## src/rtl/fetch_stage.sv

```systemverilog
// Instruction-fetch stage with IF/ID register. Owns the PC, drives a level-handshake
// request to instruction memory, and applies hazard-unit stall/flush and HLT stop.
module fetch_stage #(
  parameter logic [15:0] RESET_PC = 16'h0000,
  parameter logic [15:0] NOP_INST = 16'h0000
) (
  input  logic        i_clk,
  input  logic        i_rst,
  input  logic        i_stall,
  input  logic        i_if_flush,
  input  logic [15:0] i_br_target,
  output logic        o_imem_req,
  output logic [15:0] o_imem_addr,
  input  logic        i_imem_valid,
  input  logic [15:0] i_imem_data,
  output logic [15:0] o_if_id_inst,
  output logic [15:0] o_if_id_pc_plus2,
  output logic        o_if_id_valid,
  output logic [15:0] o_pc,
  output logic        o_fetch_halted
);

  typedef enum logic [1:0] {FETCH, DROP, HALT} state_t;

  state_t      r_state, w_state_nxt;
  logic [15:0] r_pc, w_pc_nxt;
  logic [15:0] r_drop_addr, w_drop_addr_nxt;
  logic [15:0] r_inst, w_inst_nxt;
  logic [15:0] r_pc2, w_pc2_nxt;
  logic        r_valid, w_valid_nxt;
  logic        r_halted, w_halted_nxt;
  logic [15:0] w_pc_plus2;
  logic        w_is_hlt;

  assign w_pc_plus2 = r_pc + 16'd2;
  assign w_is_hlt   = (i_imem_data[15:12] == 4'b1111);

  always_ff @(posedge i_clk or posedge i_rst) begin
    if (i_rst) begin
      r_state     <= FETCH;
      r_pc        <= RESET_PC;
      r_drop_addr <= RESET_PC;
      r_inst      <= NOP_INST;
      r_pc2       <= 16'h0000;
      r_valid     <= 1'b0;
      r_halted    <= 1'b0;
    end else begin
      r_state     <= w_state_nxt;
      r_pc        <= w_pc_nxt;
      r_drop_addr <= w_drop_addr_nxt;
      r_inst      <= w_inst_nxt;
      r_pc2       <= w_pc2_nxt;
      r_valid     <= w_valid_nxt;
      r_halted    <= w_halted_nxt;
    end
  end

  always_comb begin
    w_state_nxt     = r_state;
    w_pc_nxt        = r_pc;
    w_drop_addr_nxt = r_drop_addr;
    w_inst_nxt      = r_inst;
    w_pc2_nxt       = r_pc2;
    w_valid_nxt     = r_valid;
    w_halted_nxt    = r_halted;
    if (!i_stall) begin
      // Bubble unless a fetched instruction overrides it below.
      w_inst_nxt  = NOP_INST;
      w_pc2_nxt   = 16'h0000;
      w_valid_nxt = 1'b0;
      case (r_state)
        FETCH: begin
          if (i_if_flush) begin
            w_pc_nxt = i_br_target;
            if (!i_imem_valid) begin
              // Request to r_pc is still in flight; remember it so addr stays stable.
              w_state_nxt     = DROP;
              w_drop_addr_nxt = r_pc;
            end
          end else if (i_imem_valid) begin
            w_inst_nxt  = i_imem_data;
            w_pc2_nxt   = w_pc_plus2;
            w_valid_nxt = 1'b1;
            if (w_is_hlt) begin
              w_state_nxt  = HALT;
              w_halted_nxt = 1'b1;
            end else begin
              w_pc_nxt = w_pc_plus2;
            end
          end
        end
        DROP: begin
          if (i_if_flush) w_pc_nxt = i_br_target;
          if (i_imem_valid) w_state_nxt = FETCH;
        end
        HALT: begin
          if (i_if_flush) begin
            w_pc_nxt     = i_br_target;
            w_halted_nxt = 1'b0;
            w_state_nxt  = FETCH;
          end
        end
        default: w_state_nxt = FETCH;
      endcase
    end
  end

  assign o_imem_req       = !i_rst && (r_state != HALT);
  assign o_imem_addr      = (r_state == DROP) ? r_drop_addr : r_pc;
  assign o_if_id_inst     = r_inst;
  assign o_if_id_pc_plus2 = r_pc2;
  assign o_if_id_valid    = r_valid;
  assign o_pc             = r_pc;
  assign o_fetch_halted   = r_halted;

endmodule

```

## config.mk

```make
export PLATFORM = sky130hd
export DESIGN_NAME = fetch_stage
export DESIGN_NICKNAME = d
export VERILOG_FILES = /design/src/rtl/fetch_stage.sv
export SDC_FILE = /design/constraint.sdc
export NUM_CORES = 1
export LEC_CHECK = 0
export CAP_MARGIN = 20
export CORE_AREA = 4 4 124 67
export CTS_BUF_LIST = sky130_fd_sc_hd__clkbuf_2
export CTS_CLUSTER_SIZE = 30
export DETAILED_ROUTE_END_ITERATION = 12
export DIE_AREA = 0 0 128 71
export GPL_TIMING_DRIVEN = 0
export HOLD_SLACK_MARGIN = 0.1
export PLACE_DENSITY = 0.83
export RECOVER_POWER = 50
export SYNTH_ARGS = -nofsm -noshare
export SYNTH_HDL_FRONTEND = slang
export SYNTH_SLANG_ARGS = --single-unit
```

## constraint.sdc

```tcl
create_clock -name i_clk -period 2.24 [get_ports i_clk]
set_clock_uncertainty 0.05 [all_clocks]
set_input_delay 0.336 -clock i_clk [delete_from_list [all_inputs] [get_ports i_clk]]
set_output_delay 0.336 -clock i_clk [all_outputs]
set_load 0.05 [all_outputs]
```

==> summary.txt, run 1 <==
===========================================================================================
Run status ................................................................... complete, but fails checks
Violations in the final reports .............................................. setup timing
Post-synthesis register bit count ............................................           68
Wire length per cell .........................................................      18.7 um
Die outline width ............................................................       128 um
Transition time of the tightest slew-check pin ...............................      1.40 ns
Antenna Cells ................................................................            0
Required time of the critical path ...........................................      1.85 ns
Unrepaired setup endpoints after global routing ..............................         true
Post-synthesis xor/xnor area fraction ........................................        3.41%
Startpoint-to-endpoint class of the critical path ............................      reg2out
Cell type contributing the most total cell area after synthesis .............. sky130_fd_sc_hd__dfrtp_1
Fill cell count ..............................................................          567
CP Capture Type ..............................................................  output port
Worst-case setup margin in the final layout ..................................  -0.00550 ns
Number of design-rule violations left by the first detailed-router iteration .          279
Post-synth EDFFs .............................................................            0
FP Rows ......................................................................           22
Final Hold Viols .............................................................            0
Overall die area .............................................................    9090 um^2
Max-cap violation count ......................................................            0
Clock root buffer ............................................................ sky130_fd_sc_hd__clkbuf_2
Routed wire length ...........................................................      9.86 mm
Area added between synthesis and finish ......................................        43.3%
Layout cell share with drive strength beyond 1 ...............................        22.0%
DR vias/cell .................................................................         5.53
Area share of and/or/nand/nor cells after synthesis ..........................        11.6%
Largest net degree at the start of global routing ............................           69
Final weighted congestion in routability-driven placement ....................        0.944
DP HPWL ......................................................................      7.16 mm
Worst-path cell with the longest stage delay ................................. sky130_fd_sc_hd__dfrtp_1
Fraction of synthesized area in multiplexers .................................        11.7%
Number of global-route vias before repair ....................................         2781
Synth cell count leaders ..................................................... sky130_fd_sc_hd__dfrtp_1, sky130_fd_sc_hd__nand2_1, sky130_fd_sc_hd__mux2_2
Count of vias placed by the detailed router ..................................         2913
I/O Buffers ..................................................................          102
Critical Path Fanout Max .....................................................            5
Area fraction of the dominant cell type after synthesis ......................        50.9%
Vertical die dimension .......................................................        71 um
Ports placed on the boundary .................................................          104
Detailed-route DRC error count ...............................................            0
Clock slew seen by the registers of the worst setup and hold paths ...........      0.19 ns
Initial antenna violation count ..............................................            0
Final count of negative-setup-slack endpoints ................................            6
CTS tree .....................................................................         done
Clock net sink count .........................................................           68
Maximum buffer depth of the clock tree .......................................            2
Series of cell instances along the critical path ............................. inv_2 > ha_4 > buf_8 > mux2_4 > buf_8
Area fraction in compound gates after synthesis ..............................        16.4%
Final-layout worst hold slack ................................................     0.363 ns
Reg-to-reg slack, setup ......................................................      0.05 ns
Gr usage total ...............................................................        21.6%
Post-synth ARST share ........................................................         100%
Num CTS Buffers ..............................................................            9
Worst ir drop on vdd .........................................................      1.25 mV
Sequential element share of the synthesized area .............................        50.9%
Combinational family with the most area after synthesis ...................... compound AO/OA/AOI/OAI gates
Worst slew margin relative to its limit ......................................        7.00%
Power density cells .......................................................... 1530 nW/um^2
LEAKAGE ......................................................................   0.00210 uW
Crit-path max cell delay .....................................................      0.44 ns
Final-report max-slew violation count ........................................            0
Gate count of the mapped netlist .............................................          306
Synth Flop Type .............................................................. sky130_fd_sc_hd__dfrtp_1
Worst min-delay path class ...................................................       in2reg
Startpoint class of the critical path ........................................         flop
Post-route total power .......................................................      7320 uW
Critical path data arrival time ..............................................      1.86 ns
Total gr overflow ............................................................            0
Number of nets in the final layout ...........................................          469
Mean instance size in the synthesized netlist ................................    10.9 um^2
Share of the clock period used by the worst path .............................         100%
CTS H-tree lvls ..............................................................            3
Core region area .............................................................    7160 um^2
DR pass1 iterations ..........................................................            4
Count of cell types in the netlist ...........................................           44
Number of antenna-violating nets in the routed design ........................            0
Dominant cell by count in the synthesized netlist ............................ sky130_fd_sc_hd__dfrtp_1
Wire length of the first global-routing pass .................................      15.2 mm
Initial cell density of the core .............................................        46.7%
Clock insertion delay at the later pin of the skew report ....................      0.51 ns
Highest clock rate ...........................................................    0.445 GHz
Number of nets in the synthesized netlist ....................................          348
Most used cell along the critical path ....................................... sky130_fd_sc_hd__buf_8
Synthesis warning total ......................................................            0
Adder-cell area share of the yosys netlist ...................................        1.87%
Biggest area contributors in the synthesized netlist ......................... sky130_fd_sc_hd__dfrtp_1, sky130_fd_sc_hd__mux2_2, sky130_fd_sc_hd__a22o_1
Minimum clock period after layout ............................................      2.25 ns
Post-synthesis cell area .....................................................    3340 um^2
===========================================================================================
cell usage in the layout, fill, tap and decap left out, types with 16 or more instances in the layout:
cell type	netlist	routed
sky130_fd_sc_hd__a21oi_1	17	17
sky130_fd_sc_hd__clkdlybuf4s50_1	0	72
sky130_fd_sc_hd__mux2_4	0	16
sky130_fd_sc_hd__dfrtp_1	68	67
sky130_fd_sc_hd__mux2_2	33	17
sky130_fd_sc_hd__buf_8	0	17
sky130_fd_sc_hd__nand2_1	37	38
sky130_fd_sc_hd__a22o_1	18	18
sky130_fd_sc_hd__o21ai_0	24	25
power by group:
part	internal [uW]	switching, uW
Clock	139	414
Combinational	1960	2810
Sequential	1610	393
Total	3710	3620
logic make-up after synthesis:
group | after synthesis
XOR/XNOR | 13
flip-flops | 68
adder cells (fa/ha/maj) | 5
AND/OR/NAND/NOR | 73
multiplexers | 35
buffers and inverters | 29
AO/OA/AOI/OAI | 83
state kept, by name, indices dropped and copies added (netlist names):
name and cells:
o_if_id_pc_plus2 16, r_state 2, o_fetch_halted 1, o_pc 16, o_if_id_inst 16, r_drop_addr 16, o_if_id_valid 1
metal layers:
layer  track usage (%)  part of all wire [%]  vias to the layer above
li1                  -                     -                     1347
met1              32.7                    47                     1406
met2              29.4                    42                      154
met3              7.54                    11                        6
met4              5.18                  0.39                        0
met5                 0                     0                        -
critical path, delay by kind of cell (launching register included):
| family | cells | cell delay (ns) |
|---|---|---|
| multiplexers | 1 | 0.32 |
| adder cells (fa/ha/maj) | 1 | 0.21 |
| flip-flops | 1 | 0.44 |
| buffers and inverters | 3 | 0.39 |
worst paths after layout:
check	start	to	cells past startpoint
setup / recovery	r_state[1]	o_imem_addr[5]	5
hold / removal	i_br_target[15]	o_pc[15]	3
setup reg to reg	r_state[1]	r_state[1]	8
hold reg to reg	o_if_id_pc_plus2[4]	o_if_id_pc_plus2[4]	2
max in group asynchronous	i_rst	r_state[0]	2
min in group asynchronous	i_rst	o_fetch_halted	2
through the flow:
stage	util [%]	cells	TNS (ns)	area [um^2]	setup slack, ns
5_1_grt	66.9	527	-2.66	4790	-0.112
3_5_place_dp	62.7	504	-9.96	4490	-0.668
2_1_floorplan	-	306	0	3340	0.142
4_1_cts	64.4	523	-0.905	4610	-0.0974
3_3_place_gp	62.6	504	-77.29	4480	-1.01
6_report	66.9	527	-0.0145	4790	-0.00550
area by class of cell:
class	count	area, um^2	area share [%]
Buffer	20	113	2.35
Multi-Input combinational cell	209	1570	32.8
Tap cell	96	120	2.51
Timing Repair Buffer	112	1180	24.7
Inverter	7	26.3	0.549
Clock inverter	4	17.5	0.366
Sequential cell	68	1700	35.6
Clock buffer	11	55.1	1.15
timing repair:
| item | CTS | global route |
|---|---|---|
| hold buffers | 1 | 0 |
| gates resized for setup | 125 | 50 |
| endpoints found under the setup margin | 38 | 43 |
| gates cloned | 0 | 1 |
| hold endpoints to repair | 1 | 0 |
| buffers inserted | 5 | 3 |
| pin swaps | 1 | 0 |
(Power assumes the default switching activity.)
==> inputs of run 2 (changes only) <==
--- a/config.mk
+++ b/config.mk
@@ -13,8 +13,9 @@
 export DIE_AREA = 0 0 128 71
 export GPL_TIMING_DRIVEN = 0
 export HOLD_SLACK_MARGIN = 0.1
-export PLACE_DENSITY = 0.83
+export PLACE_DENSITY = 0.79
 export RECOVER_POWER = 50
 export SYNTH_ARGS = -nofsm -noshare
 export SYNTH_HDL_FRONTEND = slang
 export SYNTH_SLANG_ARGS = --single-unit
+export TNS_END_PERCENT = 5
==> summary.txt, run 2 (synthesized netlist as in run 1, its figures left out) <==
===========================================================================================
Worst ir drop on vdd .........................................................      1.13 mV   was 1.25 mV
Number of nets in the final layout ...........................................          466   was 469
CTS tree .....................................................................         done   unchanged
Power density cells .......................................................... 1520 nW/um^2   was 1530 nW/um^2
Final Non-Filler Cells .......................................................          525   was 527
Detailed-route DRC error count ...............................................            0   unchanged
Vertical die dimension .......................................................        71 um   unchanged
Largest net degree at the start of global routing ............................           69   unchanged
Initial antenna violation count ..............................................            0   unchanged
Worst hold path startpoint ................................................... i_imem_data[7]   was i_br_target[15]
Area occupied by multi-input gates ...........................................    1510 um^2   was 1570 um^2
Num CTS Buffers ..............................................................            9   unchanged
Crit-path max cell delay .....................................................      0.43 ns   was 0.44 ns
Antenna Cells ................................................................            0   unchanged
Met2 Use GR ..................................................................        29.9%   was 29.4%
DR vias/cell .................................................................         5.55   was 5.53
Psw ..........................................................................      3560 uW   was 3620 uW
Met3 layer usage reported by global route ....................................        8.30%   was 7.54%
Number of cells after detailed placement .....................................          504   unchanged
Ports placed on the boundary .................................................          104   unchanged
Overall die area .............................................................    9090 um^2   unchanged
Power share of the sequential group ..........................................        28.3%   was 27.3%
Layout cell share with drive strength beyond 1 ...............................        21.7%   was 22.0%
Share of the clock period used by the worst path .............................         104%   was 100%
CTS H-tree lvls ..............................................................            3   unchanged
Gr usage total ...............................................................        22.4%   was 21.6%
Number of antenna-violating nets in the routed design ........................            0   unchanged
Number of design-rule violations left by the first detailed-router iteration .          240   was 279
GRT busiest layer ............................................................         met1   unchanged
Initial cell density of the core .............................................        46.7%   unchanged
Combinational group share of total power .....................................        60.2%   was 65.2%
Routed wire length ...........................................................      9.82 mm   was 9.86 mm
I/O Buffers ..................................................................          102   unchanged
Sequential cell area .........................................................    1700 um^2   unchanged
Startpoint class of the critical path ........................................         flop   unchanged
Minimum clock period after layout ............................................      2.33 ns   was 2.25 ns
Worst reg2reg path endpoint ..................................................      o_pc[5]   was r_state[1]
Required time of the critical path ...........................................      1.85 ns   about the same
Worst slew margin relative to its limit ......................................        7.78%   was 7.00%
Post-route total power .......................................................      7050 uW   was 7320 uW
Total gr overflow ............................................................            0   unchanged
Transition time of the tightest slew-check pin ...............................      1.38 ns   was 1.40 ns
Worst-path cell with the longest stage delay ................................. sky130_fd_sc_hd__dfrtp_1   unchanged
Core utilization of the finished layout ......................................        65.0%   was 66.9%
Final-report max-slew violation count ........................................            0   unchanged
Core region area .............................................................    7160 um^2   unchanged
Series of cell instances along the critical path ............................. inv_2 > ha_4 > mux2_2 > clkdlybuf4s15_2   was inv_2 > ha_4 > buf_8 > mux2_4 > buf_8
DR pass1 iterations ..........................................................            5   was 4
Wire length of the first global-routing pass .................................      15.6 mm   was 15.2 mm
Startpoint-to-endpoint class of the critical path ............................      reg2out   unchanged
DP HPWL ......................................................................      7.22 mm   was 7.16 mm
Start of the worst register-to-register path .................................   r_state[0]   was r_state[1]
Worst Reg-to-Reg Cells .......................................................            7   was 8
Maximum buffer depth of the clock tree .......................................            2   unchanged
Clock slew seen by the registers of the worst setup and hold paths ...........      0.18 ns   was 0.19 ns
Worst-case setup margin in the final layout ..................................   -0.0922 ns   was -0.00550 ns
Power Internal ...............................................................      3490 uW   was 3710 uW
Final weighted congestion in routability-driven placement ....................        0.926   was 0.944
Destination of the worst hold path ........................................... o_if_id_inst[7]   was o_pc[15]
Highest clock rate ...........................................................    0.429 GHz   was 0.445 GHz
Critical path data arrival time ..............................................      1.95 ns   was 1.86 ns
Die outline width ............................................................       128 um   unchanged
Clock net sink count .........................................................           68   unchanged
CP Capture Type ..............................................................  output port   unchanged
Run status ................................................................... complete, but fails checks   unchanged
Commonest cells after routing, fill and taps aside ........................... sky130_fd_sc_hd__clkdlybuf4s50_1, sky130_fd_sc_hd__dfrtp_1, sky130_fd_sc_hd__nand2_1   unchanged
Fill cell count ..............................................................          597   was 567
Critical Path Fanout Max .....................................................            6   was 5
Wire length per cell .........................................................      18.7 um   about the same
Final Hold Viols .............................................................            0   unchanged
Sw Share .....................................................................        50.5%   was 49.4%
Clock network power share ....................................................        11.6%   was 7.6%
Reg-to-reg slack, setup ......................................................     -0.01 ns   was 0.05 ns
Area added between synthesis and finish ......................................        39.1%   was 43.3%
Count of vias placed by the detailed router ..................................         2914   was 2913
Number of global-route vias before repair ....................................         2881   was 2781
Final count of negative-setup-slack endpoints ................................           17   was 6
Final-layout setup total negative slack ......................................     -1.06 ns   was -0.0145 ns
Final-layout worst hold slack ................................................     0.349 ns   was 0.363 ns
Max-cap violation count ......................................................            0   unchanged
LEAKAGE ......................................................................   0.00200 uW   was 0.00210 uW
Violations in the final reports .............................................. setup timing   unchanged
FP Rows ......................................................................           22   unchanged
Met1 GRT Util ................................................................        33.9%   was 32.7%
Most common cell after layout, fill and taps aside ........................... sky130_fd_sc_hd__clkdlybuf4s50_1   unchanged
Cell count of the worst hold path ............................................            2   was 3
Unrepaired setup endpoints after global routing ..............................         true   unchanged
Worst min-delay path class ...................................................       in2reg   unchanged
Clock root buffer ............................................................ sky130_fd_sc_hd__clkbuf_2   unchanged
Clock insertion delay at the later pin of the skew report ....................      0.52 ns   was 0.51 ns
===========================================================================================
==> run 2: timing repair <==
| action | 4_1_cts | 5_1_grt |
|---|---|---|
| hold buffers | 1 | 0 |
| pin swaps | 0 | 1 |
| endpoints found under the setup margin | 38 | 39 |
| buffers inserted | 2 | 3 |
| gates resized for setup | 116 | 5 |
| endpoints found under the hold margin | 1 | 0 |
==> run 2: per-layer routing <==
layer / up-vias / part of all wire (%)
li1: 1345 / -
met2: 136 / 40
met4: 0 / 1.3
met3: 16 / 8.5
met5: - / 0
met1: 1417 / 50
==> run 2: layout make-up <==
class | count | share of cell area [%]
sequential | 68 | 36.6
multi-input combinational | 209 | 32.5
timing repair buffer | 108 | 22.4
tap | 96 | 2.58
buffer | 21 | 2.50
clock inverter | 5 | 1.64
clock buffer | 11 | 1.18
inverter | 7 | 0.565
==> run 2: power groups by stage <==
stage / sequential (uW) / clock [uW] / combinational, uW
floorplan: 2700 / 0 / 2090
global placement: 1980 / 0 / 4130
detailed placement: 2000 / 0 / 4210
CTS: 1990 / 832 / 4250
global route: 2060 / 892 / 4460
finish: 2000 / 815 / 4240
==> run 2: per-stage QoR <==
step | instance area (um^2) | worst slack, ns
6_report | 4650 | -0.0922
5_1_grt | 4650 | -0.196
4_1_cts | 4660 | -0.112
3_5_place_dp | 4490 | -0.696
3_3_place_gp | 4480 | -1.02
2_1_floorplan | 3340 | 0.142
==> run 2: worst max-delay path by stage <==
| stage | startpoint | end | slack [ns] |
|---|---|---|---|
| global placement | i_rst | o_if_id_pc_plus2[14] | -1.02 |
| floorplan | i_rst | o_fetch_halted | 0.14 |
| detailed placement | r_state[1] | o_imem_addr[7] | -0.70 |
| CTS | r_state[1] | o_imem_addr[3] | -0.11 |
| global route | r_state[1] | o_imem_addr[3] | -0.20 |
| finish | r_state[1] | o_imem_addr[15] | -0.09 |
==> run 2: worst max-delay path: cells and delay by family (launching register included) <==
kind,cells,cell delay [ns]
multiplexers,1,0.37
flip-flops,1,0.43
adder cells (fa/ha/maj),1,0.21
buffers and inverters,2,0.42
